**src/rtl/swap_stream.sv**
```systemverilog
// swap_stream: registered, flow-controlled conditional pair swapper with a 2-entry output FIFO.
module swap_stream #(
    parameter int BW    = 32,
    parameter int LANES = 1,
    parameter int CNT_W = 16
) (
    input  logic                     clk,
    input  logic                     rst,
    input  logic                     mode,
    input  logic [$clog2(CNT_W)-1:0] stride_log,
    input  logic                     in_valid,
    output logic                     in_ready,
    input  logic                     in_last,
    input  logic [LANES-1:0]         swap_en,
    input  logic [LANES*BW-1:0]      in_data1,
    input  logic [LANES*BW-1:0]      in_data2,
    output logic                     out_valid,
    input  logic                     out_ready,
    output logic                     out_last,
    output logic [LANES-1:0]         out_swapped,
    output logic [LANES*BW-1:0]      out_data1,
    output logic [LANES*BW-1:0]      out_data2
);
    localparam int DW = LANES * BW;
    localparam int EW = 1 + LANES + 2 * DW;

    logic [1:0]       count;
    logic [EW-1:0]    head, tail, entry;
    logic [CNT_W-1:0] beat_cnt;
    logic [LANES-1:0] sw;
    logic [DW-1:0]    d1, d2;
    logic             push, pop;

    // in_ready depends only on registered occupancy, never on out_ready
    assign in_ready  = ~rst & ~count[1];
    assign out_valid = |count;
    assign push      = in_valid & in_ready;
    assign pop       = out_valid & out_ready;
    assign sw        = mode ? {LANES{beat_cnt[stride_log]}} : swap_en;

    for (genvar i = 0; i < LANES; i++) begin : g_lane
        assign d1[i*BW +: BW] = sw[i] ? in_data2[i*BW +: BW] : in_data1[i*BW +: BW];
        assign d2[i*BW +: BW] = sw[i] ? in_data1[i*BW +: BW] : in_data2[i*BW +: BW];
    end

    assign entry = {in_last, sw, d1, d2};
    assign {out_last, out_swapped, out_data1, out_data2} = head;

    always_ff @(posedge clk) begin
        if (rst) begin
            count    <= '0;
            head     <= '0;
            tail     <= '0;
            beat_cnt <= '0;
        end else begin
            count <= count + {1'b0, push} - {1'b0, pop};
            if (pop && count == 2'd2)
                head <= tail;
            else if (push && (count == 2'd0 || (count == 2'd1 && pop)))
                head <= entry;
            if (push && count == 2'd1 && !pop)
                tail <= entry;
            if (push)
                beat_cnt <= in_last ? '0 : beat_cnt + 1'b1;
        end
    end
endmodule

```
**config.mk**
```make
export PLATFORM = sky130hd
export DESIGN_NAME = swap_stream
export DESIGN_NICKNAME = d
export VERILOG_FILES = /design/src/rtl/swap_stream.sv
export SDC_FILE = /design/constraint.sdc
export NUM_CORES = 1
export LEC_CHECK = 0
export ABC_AREA = 1
export ABC_CLOCK_PERIOD_IN_PS = 2000
export BUFFER_PORTS_ARGS = -buffer_cell sky130_fd_sc_hd__buf_2
export CORE_MARGIN = 3
export CORE_UTILIZATION = 52
export CTS_BUF_LIST = sky130_fd_sc_hd__clkbuf_8
export CTS_CLUSTER_DIAMETER = 50
export DETAILED_ROUTE_END_ITERATION = 7
export PLACE_DENSITY = 0.81
export SYNTH_ARGS = -nofsm -noshare
export SYNTH_HDL_FRONTEND = slang
export SYNTH_SLANG_ARGS = --single-unit
```
**constraint.sdc**
```tcl
create_clock -name clk -period 2 [get_ports clk]
set_clock_uncertainty 0.15 [all_clocks]
set_input_delay 0 -clock clk [delete_from_list [all_inputs] [get_ports clk]]
set_output_delay 0 -clock clk [all_outputs]
set_load 0.1 [all_outputs]
```
After elaboration in Yosys (flattened, before gate mapping)
Cells that the tools add are included.
{"block": "word_totals", "out_inout_bits": 68, "ff_bits": 150, "word_cells": 33}
{"block": "classes", "addsub": 3, "n_bitwise": 5, "mux": 8, "order_cmp": 1, "eq_ne": 2, "n_reduce_logical": 10}
{"cell": "two-way mux 66 bit", "count": 2}
{"cell": "two-way mux 32 bit", "count": 2}
{"cell": "adder 16 x 1 -> 16 bit, second input constant", "count": 1}
{"cell": "two-way mux 16 bit", "count": 1}
{"cell": "logical AND 1 bit", "count": 5}
{"cell": "less-than comparator 4 x 5 -> 1 bit, second input constant", "count": 1}
{"cell": "binary-select mux 1 bit (select 4 bit)", "count": 1}
{"cell": "AND 1 bit", "count": 3}
{"cell": "adder 2 x 1 -> 2 bit", "count": 1}
{"cell": "equality test 2 x 1 -> 1 bit, second input constant", "count": 1}
{"cell": "equality test 2 bit, second input constant", "count": 1}
{"cell": "logical NOT 2 bit", "count": 1}
{"cell": "two-way mux 1 bit", "count": 2}
{"cell": "inverter 1 bit", "count": 2}
{"cell": "nonzero test 2 bit", "count": 1}
{"cell": "OR reduction 2 bit", "count": 1}
{"cell": "subtractor 2 x 1 -> 2 bit", "count": 1}
{"cell": "logical NOT 1 bit", "count": 1}
{"cell": "logical OR 1 bit", "count": 1}

Longest topological paths before layout
Gate-level depths: netlist of run 1.
{"block": "logic_depth", "word_depth": 7, "depth_mapped": 16, "mapped_depth_nobuf": 13}

Least setup slack after synthesis of run 1
Ideal clock, no wire load.
{"block": "synth_timing", "path_kind": "register -> register", "start": "reg count[1]", "end": "reg count[1]", "path_buffers": 0, "period_less_slack_ps": 1955, "slack_ps": 45, "setup_time_ps": 130, "path_stages_with_launch": 9, "arrival_ps": 1674, "t_required_ps": 1720, "path_cell_list": "dfxtp_1 -> nor2_8 -> nand2_8 -> ha_1 -> inv_1 -> ha_1 -> xor2_1 -> o21ai_0 -> a21oi_1"}
{"block": "synth_via", "elab_chain_cells": 5, "word_cells_on_any_way": 7}
{"element": "start, declared", "line": "27", "source": "logic [1:0] count;"}
{"element": "start signal, assigned", "line": "56", "source": "count <= count + {1'b0, push} - {1'b0, pop};"}
{"element": "inverter 1 bit", "line": "35", "source": "assign in_ready = ~rst & ~count[1];"}
{"element": "AND 1 bit", "line": "35"}
{"element": "net in_ready", "line": "12", "source": "output logic in_ready,"}
{"element": "AND 1 bit", "line": "37", "source": "assign push = in_valid & in_ready;"}
{"element": "adder 2 x 1 -> 2 bit", "line": "56"}
{"element": "subtractor 2 x 1 -> 2 bit", "line": "56"}
The timed path passes the listed nets, and every way through them passes these cells.
A chain may end at the register's enable or synchronous reset.

Worst setup path in the final report of run 1
{"block": "layout_timing", "start": "reg count[1]", "end": "reg head[18]"}
{"block": "layout_via", "elab_chain_cells": 6, "word_cells_on_any_way": 14}
{"element": "OR reduction 2 bit", "line": "36", "source": "assign out_valid = |count;"}
{"element": "AND 1 bit", "line": "38", "source": "assign pop = out_valid & out_ready;"}
{"element": "logical AND 1 bit", "line": "59", "source": "else if (push && (count == 2'd0 || (count == 2'd1 && pop)))"}
{"element": "logical OR 1 bit", "line": "59"}
{"element": "logical AND 1 bit", "line": "59"}
{"element": "nonzero test 2 bit (no line)"}
{"element": "end signal, assigned", "line": "58", "source": "head <= tail;"}
{"element": "end signal, assigned", "line": "60", "source": "head <= entry;"}
{"element": "end, declared", "line": "28", "source": "logic [EW-1:0] head, tail, entry;"}
Several ways; a longest one is shown, not always the timed one.

==> results of run 1 <==
-- layout by cell type (no fill, tap or decap), drive strengths merged --
cell type,netlist,final
bufinv,0,1
nand2,298,298
nor3,10,10
clkinv,0,6
o21a,1,1
xor2,3,3
a31oi,3,3
buf,52,161
ha,3,3
inv,286,288
a21oi,141,141
o21ai,72,72
nor3b,1,1
clkinvlp,0,6
dfxtp,150,150
dlygate4sd3,0,69
clkbuf,27,18
nand4,5,5
nor2,18,18
or2,3,3
nand3,210,210
a211oi,2,2
-- worst max-delay path, delay by kind of cell, from the launching register on --
kind | cells | cell delay (ns)
and+or+nand+nor | 1 | 0.28
AOI/OAI and AO/OA | 2 | 0.36
DFF | 1 | 0.49
buffers and inverters | 4 | 0.49
-- final timing paths --
path	startpoint	end	slack, ns	cells after the start
min	swap_en	tail[64]	0.02	4
min reg2reg	beat_cnt[11]	beat_cnt[11]	0.33	1
max	count[1]	head[18]	0.13	7
max reg2reg	count[1]	head[18]	0.13	7
-- final cells by class --
class	instances	share of cell area [%]
clock buffers	17	2.26
clock inverters	15	1.26
inverters	286	10.4
multi-input cells	770	37.9
flip-flops and latches	150	29.0
well taps	211	2.55
repair buffers	231	16.6
-- repair_timing --
action,4_1_cts,5_1_grt
hold buffers,69,0
endpoints found under the setup margin,0,3
resized for setup,0,4
endpoints found under the hold margin,148,0
-- report_power, final --
group	switching [mW]	internal, mW
Combinational	2.78	0.889
Sequential	0.170	3.27
Clock	1.24	0.979
-- metrics by stage --
step	util, %	power (mW)	instance area (um2)
floorplan	-	6.32	8420
global placement	59.6	6.96	9260
detailed placement	59.6	7.02	9260
CTS	66.4	9.31	10300
global route	66.6	9.76	10300
finish	66.6	9.32	10300
-- cells by family (layout without fill, tap and decap cells) --
logic type / count (synthesis) / after routing / share of synthesized area [%]
AOI/OAI and AO/OA: 219 / 219 / 13.6
xor gates and xnor gates: 3 / 3 / 0.312
adders and majority gates: 3 / 3 / 0.446
DFF: 150 / 150 / 35.7
buffers and inverters: 365 / 549 / 18.1
and+or+nand+nor: 545 / 545 / 31.9
-- registers in the layout, indices dropped and copies added (netlist names) --
name / count
head: 66
tail: 66
count: 2
beat_cnt: 16
-- routing by layer --
layer  vias to the layer above  global-route usage [%]  share of wire [%]
li1                       4333                       -                  -
met1                      3966                    31.8                 41
met2                       398                    45.6                 48
met3                        57                    4.72                8.3
met4                         0                    10.0                2.5
met5                         -                       0                  0
==> key figures, run 1 <==
Detailed routing
  • WL/cell: 14.1 um
  • Pre-Repair DR Iteration Count: 7
  • Residual DRC: 0
  • Vias: 8754
  • Via-to-Cell Ratio: 5.21
  • Drt first-iter violations: 769
  • WL final: 23800 um
  • Routed Antenna Nets: 0

Power and ir drop
  • Lkg Pwr: 5.04 nW
  • Pwr dens: 901 nW/um2
  • VDD IR max: 0.661 mV

Yosys
  • Synth Net Count: 1363
  • Yosys warning total: 0
  • Cell variety after synth: 31
  • Largest cells by area after synthesis: dfxtp_1, nand2_1, inv_1, nand3_1, a21oi_1
  • Top-count cell post-synth: nand2_1
  • Post-Syn Area: 8420 um2
  • Cells after Synth: 1285
  • Yosys top cell by area: dfxtp_1
  • Synth top area share: 35.7%
  • Yosys reg bits: 150
  • Synth top cells by count: nand2_1, inv_1, nand3_1, dfxtp_1, a21oi_1
  • Async set-reset flop share out of synthesis: 0%
  • Dominant synthesized flop cell: dfxtp_1
  • Synthesized area per cell: 6.55 um2
  • Post-synthesis sequential area ratio: 35.7%
  • EDFF count, synth: 0

Setup path
  • Kind of start point of the critical path: flop
  • Critical Path Most Common Cell: inv_2
  • Slowest CP cell: dfxtp_1
  • Setup crit end kind: flop
  • Critical Path RT: 2.24 ns
  • CP peak stage delay: 0.49 ns
  • Crit Path Class: reg -> reg
  • Critical Path Fanout Max: 34
  • Worst-path cell chain: inv_2, nor3_4, inv_2, buf_4, o21ai_1, inv_1, a21oi_1
  • Arr. time, crit path: 2.10 ns

Floorplanning
  • Io pins: 143
  • Initial Util: 54.2%
  • Die X: 133 um
  • Die height: 133 um
  • FP Rows: 45
  • Core ar.: 15500 um2
  • Die footprint: 17700 um2

Final layout
  • # fillers: 1352
  • Nets: 1534
  • Sequential cell area: 3010 um2
  • P&R area growth vs syn: 23.0%
  • Antenna diodes: 0
  • Final std cells w/o fill: 1680
  • Area of the multi-input gates: 3920 um2
  • Share of layout cells above drive strength 1: 19.3%

Placed design
  • IO Port Bufs: 142
  • Placed insts: 1578
  • Placement Setup Slack: 0.195 ns
  • Final GP Congestion: 0.847
  • Detail Placement HPWL: 14000 um

STA
  • RSZ-0062 raised after global routing: no
  • Final period utilization: 93.3%
  • Min Hold Slack: 0.0178 ns
  • Worst setup margin: 0.134 ns
  • Final setup viols: 0
  • Final slew viol count: 0
  • Max-slew headroom: 49.6%
  • Worst-Margin Slew: 0.756 ns
  • Minimum clock period: 1.87 ns
  • Setup TNS Final: 0 ns
  • Final Hold Vio Count: 0
  • Maximum clock frequency: 536 MHz

Clock tree
  • Clock Path Buffers: 2
  • TritonCTS clock tree: yes
  • Clock Latency Late Sink: 0.46 ns
  • Clock H-tree levels: 4
  • CTS clk-pin slew, worst paths: 0.09 ns
  • Setup Buffers After CTS: 0
  • CTS root buf: clkbuf_8
  • CTS Sinks: 150
  • CTS Buf Count: 17

GRT
  • Initial antenna violation count: 0
  • Vias in the first global route: 8242
  • Pin count of the biggest net entering global routing: 135
  • Grt total ovfl: 0
  • Tot GR Track Use: 26.0%
  • First-pass GRT wire length: 38300 um

Min path
  • Hold Crit Class: in -> reg

Run status
  • Status: finished clean

Job
  • Max_cap viols: 0
(Power assumes the default switching activity.)
==> run 2, diff against run 1 <==
ABC_CLOCK_PERIOD_IN_PS = 2240   (was 2000)
clock period = 2.24 ns   (was 2 ns; I/O delays follow)
==> run 2 against run 1 <==
Against the previous run:
- total power decreased by 7.0%
- design area up 1.6%
- largest cell class unchanged
- critical endpoint is now beat_cnt[15]
- clock-buffer cell count increased by 2
- global-route usage is 0.093 points higher
- non-clock buffer count increased by 11
- first-iteration DRC count shrank 7.2%
==> key figures, run 2 (same netlist as run 1, synthesis figures left out) <==
Run status
  • Status: finished clean

Floorplanning
  • Initial Util: 54.2% (unchanged)
  • Die height: 133 um (unchanged)
  • Core ar.: 15500 um2 (unchanged)
  • FP Rows: 45 (unchanged)
  • Io pins: 143 (unchanged)
  • Die X: 133 um (unchanged)
  • Die footprint: 17700 um2 (unchanged)

Final layout
  • Nets: 1545 (+0.72%)
  • Share of layout cells above drive strength 1: 19.7% (+0.40 points)
  • Most common cell after layout, fill and taps aside: nand2_1
  • Antenna diodes: 0 (unchanged)
  • Finished Core Util: 67.6% (+1.1 points)
  • Commonest non-fill, non-tap cells in the layout: nand2_1, inv_1, nand3_1, dfxtp_1, buf_2
  • P&R area growth vs syn: 24.9%
  • Final std cells w/o fill: 1691 (+0.65%)
  • Largest regs: head: 66 flops, tail: 66 flops, beat_cnt: 16 flops

Min path
  • Hold Crit Class: in -> reg

Setup path
  • Kind of start point of the critical path: flop
  • Crit Path Class: reg -> reg
  • Critical Path RT: 2.43 ns (+0.19 ns)
  • Critical Path Fanout Max: 9 (-74%)
  • Arr. time, crit path: 2.32 ns (+0.22 ns)
  • Setup crit end kind: flop

GRT
  • Grt total ovfl: 0 (unchanged)
  • Pin count of the biggest net entering global routing: 135 (unchanged)
  • Tot GR Track Use: 26.1% (+0.093 points)
  • First-pass GRT wire length: 38400 um (about the same)
  • Vias in the first global route: 7982 (-3.2%)
  • Initial antenna violation count: 0 (unchanged)

STA
  • Worst setup margin: 0.110 ns (-0.0246 ns)
  • Setup TNS Final: 0 ns (unchanged)
  • Max-slew headroom: 47.0% (-2.7 points)
  • Final period utilization: 95.1% (+1.8 points)
  • Final Hold Vio Count: 0 (unchanged)
  • Final setup viols: 0 (unchanged)
  • Maximum clock frequency: 469 MHz (-12%)
  • RSZ-0062 raised after global routing: no
  • Minimum clock period: 2.13 ns (+0.265 ns)
  • Worst-Margin Slew: 0.796 ns (+0.0402 ns)
  • Final slew viol count: 0 (unchanged)

Detailed routing
  • Pre-Repair DR Iteration Count: 5 (-2)
  • Routed Antenna Nets: 0 (unchanged)
  • Via-to-Cell Ratio: 5.19 (-0.32%)
  • Drt first-iter violations: 714 (-7.2%)
  • WL final: 24500 um (+3.2%)
  • WL/cell: 14.5 um (+2.5%)
  • Residual DRC: 0 (unchanged)
  • Vias: 8783 (+0.33%)

Power and ir drop
  • VDD IR max: 0.590 mV (-11%)
  • Lkg Pwr: 5.13 nW (+1.8%)
  • Pwr dens: 825 nW/um2 (-8.5%)

Clock tree
  • CTS Sinks: 150 (unchanged)
  • Clock Latency Late Sink: 0.46 ns (about the same)
  • CTS Buf Count: 17 (unchanged)
  • CTS root buf: clkbuf_8
  • Clock Path Buffers: 2 (unchanged)
  • CTS clk-pin slew, worst paths: 0.08 ns (about the same)
  • Clock H-tree levels: 4 (unchanged)
  • TritonCTS clock tree: yes

Job
  • Max_cap viols: 0 (unchanged)

Placed design
  • IO Port Bufs: 142 (unchanged)
  • Placement Setup Slack: 0.307 ns (+0.112 ns)
  • Placed insts: 1578 (unchanged)
  • Detail Placement HPWL: 13900 um (-0.55%)
  • Final GP Congestion: 0.887 (+4.8%)
## run 2: cell types whose count changed in the layout (fill, tap and decap cells not counted), sizes merged
cell,delta
dlygate4sd3,+6
clkinv,+1
buf,+4
inv,-1
clkinvlp,-4
clkbuf,+3
bufinv,+2
## run 2: per-layer routing
layer  up-vias  GRT usage (%)  wire, um
li1       4357              -         -
met1      3991           32.7     10300
met2       376           44.2     11800
met3        59           6.42      1920
met4         0           8.74       533
met5         -              0         0
## run 2: final timing paths
kind / start / end / slack, ns / depth (start not counted)
setup reg to reg: count[1] / beat_cnt[15] / 0.11 / 6
hold / removal: stride_log[3] / tail[9] / 0.09 / 9
hold reg to reg: beat_cnt[11] / beat_cnt[11] / 0.32 / 1
setup / recovery: count[1] / beat_cnt[15] / 0.11 / 6
## run 2: power by group
group          switching (mW)  total [mW]  internal [mW]
Sequential              0.154        3.08           2.92
Clock                    1.08        2.23           1.15
Combinational            2.51        3.36          0.846
Total                    3.75        8.67           4.92
## run 2: layout make-up
class,count,area (um2)
sequential,150,3010
tap,211,264
clock inverter,13,153
inverter,286,1080
timing repair buffer,242,1820
clock buffer,19,262
multi-input combinational,770,3930
fill,1318,5030
## run 2: critical path, stage by stage (launching register included)
cell and delay, ns:
dfxtp_2 0.37, nor2_8 0.12, nand2_8 0.09, nand2_1 0.07
dlygate4sd3_1 0.55, a21oi_1 0.07, dlygate4sd3_1 0.59
## run 2: timing repair
item,CTS,global route
endpoints found under the setup margin,0,5
hold buffers,75,0
endpoints found under the hold margin,148,0
resized for setup,0,6
setup buffers,0,4
## run 2: per-stage QoR
stage	hold slack, ns	total power, mW	area (um2)
after floorplan	0.0245	5.65	8420
after global placement	0.198	6.24	9260
after detailed placement	0.206	6.28	9260
after CTS	0.00830	8.57	10400
after global routing	0.114	9.03	10500
final	0.0888	8.67	10500
==> run 3, diff against run 2 <==
ABC_CLOCK_PERIOD_IN_PS = 2400   (was 2240)
SKIP_CTS_REPAIR_TIMING = 1   (was default)
clock period = 2.4 ns   (was 2.24 ns; I/O delays follow)
==> run 3 against run 2 <==
Against the previous run:
- die area is the same
- flip-flop and latch count stayed put
- first-iteration DRC count decreased by 7.6%
- clock power fell by 16%
- final cell count decreased by 0.89%
- sequential share of layout area grew 0.57 points
- via count is 1.4% lower
- critical endpoint unchanged
==> key figures, run 3 (same netlist as run 1, synthesis figures left out) <==
Run status
  • Status: finished clean

STA
  • Worst-Margin Slew: 0.904 ns (+0.108 ns)
  • Final setup viols: 0 (unchanged)
  • Final period utilization: 90.6% (-4.5 points)
  • Final slew viol count: 0 (unchanged)
  • Max-slew headroom: 39.7% (-7.2 points)
  • Worst setup margin: 0.226 ns (+0.117 ns)
  • Final Hold Vio Count: 0 (unchanged)
  • Maximum clock frequency: 460 MHz (-2.0%)
  • RSZ-0062 raised after global routing: no
  • Minimum clock period: 2.17 ns (+0.0435 ns)
  • Setup TNS Final: 0 ns (unchanged)

Power and ir drop
  • Lkg Pwr: 5.05 nW (-1.6%)
  • Pwr dens: 755 nW/um2 (-8.5%)
  • Internal power: 4.42 mW (-10%)
  • Switching share of power: 43.1% (-0.18 points)
  • Total power after layout: 7.76 mW (-10%)
  • Clock power frac: 24.1% (-1.7 points)
  • Switch Pwr: 3.34 mW (-11%)
  • VDD IR max: 0.597 mV (+1.2%)
  • Combinational Power Share: 39.0% (+0.2 points)
  • Reg power frac: 36.9% (+1.4 points)

Final layout
  • Share of layout cells above drive strength 1: 18.4% (-1.3 points)
  • P&R area growth vs syn: 22.2%
  • Nets: 1532 (-0.84%)
  • Commonest non-fill, non-tap cells in the layout: nand2_1, inv_1, nand3_1, dfxtp_1, buf_2
  • Antenna diodes: 0 (unchanged)
  • Largest regs: head: 66 flops, tail: 66 flops, beat_cnt: 16 flops
  • Most common cell after layout, fill and taps aside: nand2_1

Placed design
  • Final GP Congestion: 0.920 (+3.7%)
  • IO Port Bufs: 142 (unchanged)
  • Placement Setup Slack: 0.488 ns (+0.181 ns)
  • Detail Placement HPWL: 13700 um (-1.8%)

Floorplanning
  • Die footprint: 17700 um2 (unchanged)
  • Core ar.: 15500 um2 (unchanged)
  • Io pins: 143 (unchanged)
  • Initial Util: 54.2% (unchanged)
  • Die X: 133 um (unchanged)
  • Die height: 133 um (unchanged)
  • FP Rows: 45 (unchanged)

Setup path
  • Crit Path Class: reg -> reg
  • Reg-to-Reg End: beat_cnt[15]
  • Critical Path Most Common Cell: dlygate4sd3_1
  • CP peak stage delay: 0.56 ns (-0.03 ns)
  • Worst-path cell chain: nor2_8, nand2_8, nand2_1, dlygate4sd3_1, a21oi_1, dlygate4sd3_1
  • Slowest CP cell: dlygate4sd3_1
  • Reg2Reg Setup Slack: 0.23 ns (+0.12 ns)
  • Crit path buffers/inverters: 2 (unchanged)
  • Crit path max-delay family: buffers and inverters
  • WP depth: 6 (unchanged)
  • Setup crit end kind: flop
  • Crit path from: count[1]
  • Worst Reg-to-Reg Cells: 6 (unchanged)
  • CP endpoint: beat_cnt[15]
  • Kind of start point of the critical path: flop
  • Arr. time, crit path: 2.42 ns (+0.10 ns)
  • FF-to-FF Start: count[1]
  • Critical Path RT: 2.65 ns (+0.22 ns)
  • Critical Path Fanout Max: 9 (unchanged)

Detailed routing
  • WL/cell: 13.8 um (-5.1%)
  • Residual DRC: 0 (unchanged)
  • Routed Antenna Nets: 0 (unchanged)
  • Via-to-Cell Ratio: 5.17 (-0.47%)
  • WL final: 23000 um (-6.0%)
  • Drt first-iter violations: 660 (-7.6%)
  • Vias: 8664 (-1.4%)
  • Pre-Repair DR Iteration Count: 5 (unchanged)

Job
  • Max_cap viols: 0 (unchanged)

Min path
  • Hold Crit Class: in -> reg

Clock tree
  • CTS root buf: clkbuf_8
  • Clock Path Buffers: 2 (unchanged)
  • Clock Latency Late Sink: 0.45 ns (about the same)
  • TritonCTS clock tree: yes
  • CTS clk-pin slew, worst paths: 0.07 ns (about the same)
  • Clock H-tree levels: 4 (unchanged)
  • CTS Buf Count: 17 (unchanged)
  • CTS Sinks: 150 (unchanged)

GRT
  • Vias in the first global route: 7702 (-3.5%)
  • Grt total ovfl: 0 (unchanged)
  • Pin count of the biggest net entering global routing: 87 (-36%)
  • Tot GR Track Use: 23.9% (-2.2 points)
  • First-pass GRT wire length: 35600 um (-7.2%)
  • Initial antenna violation count: 0 (unchanged)
-- run 3: worst min path at each step --
stage                  from       end  slack, ns  cells past startpoint
floorplan           in_last  head[65]       0.02                      2
global placement    in_last  head[65]       0.20                      3
global route        swap_en  tail[64]       0.03                      3
finish              swap_en  tail[64]       0.02                      3
detailed placement  in_last  head[65]       0.20                      3
CTS                 in_last  tail[65]      -0.28                      3
-- run 3: worst min-delay path: stages --
cell	delay, ns
buf_2	0.11
nand2_4	0.23
a31oi_1	0.23
-- run 3: per-layer routing --
layer  GRT usage (%)  up-vias  routed length, um
met5               0        -                  0
met4            8.29        0                485
met3            5.55       45               1830
met2            38.7      362              10900
met1            31.6     3931               9850
li1                -     4326                  -
-- run 3: power groups by stage --
stage	logic [mW]	clock network [mW]	registers [mW]
final	3.02	1.87	2.87
after global placement	2.89	0	2.91
after floorplan	1.37	0	3.90
after global routing	3.25	2.00	2.88
after detailed placement	2.92	0	2.92
after CTS	2.93	1.91	2.86
-- run 3: per-stage QoR --
stage | cell area, um2 | util (%) | hold slack (ns) | std cells
6_report | 10300 | 66.2 | 0.0184 | 1676
5_1_grt | 10300 | 66.2 | 0.0256 | 1676
4_1_cts | 9580 | 61.7 | -0.285 | 1606
3_5_place_dp | 9220 | 59.3 | 0.204 | 1576
3_3_place_gp | 9220 | 59.3 | 0.196 | 1576
2_1_floorplan | 8420 | - | 0.0245 | 1285
-- run 3: layout make-up --
type	count	area, um2
clock buffer	20	275
clock inverter	10	92.6
fill	1321	5260
inverter	286	1080
multi-input combinational	770	3920
sequential	150	3000
tap	211	264
timing repair buffer	229	1650
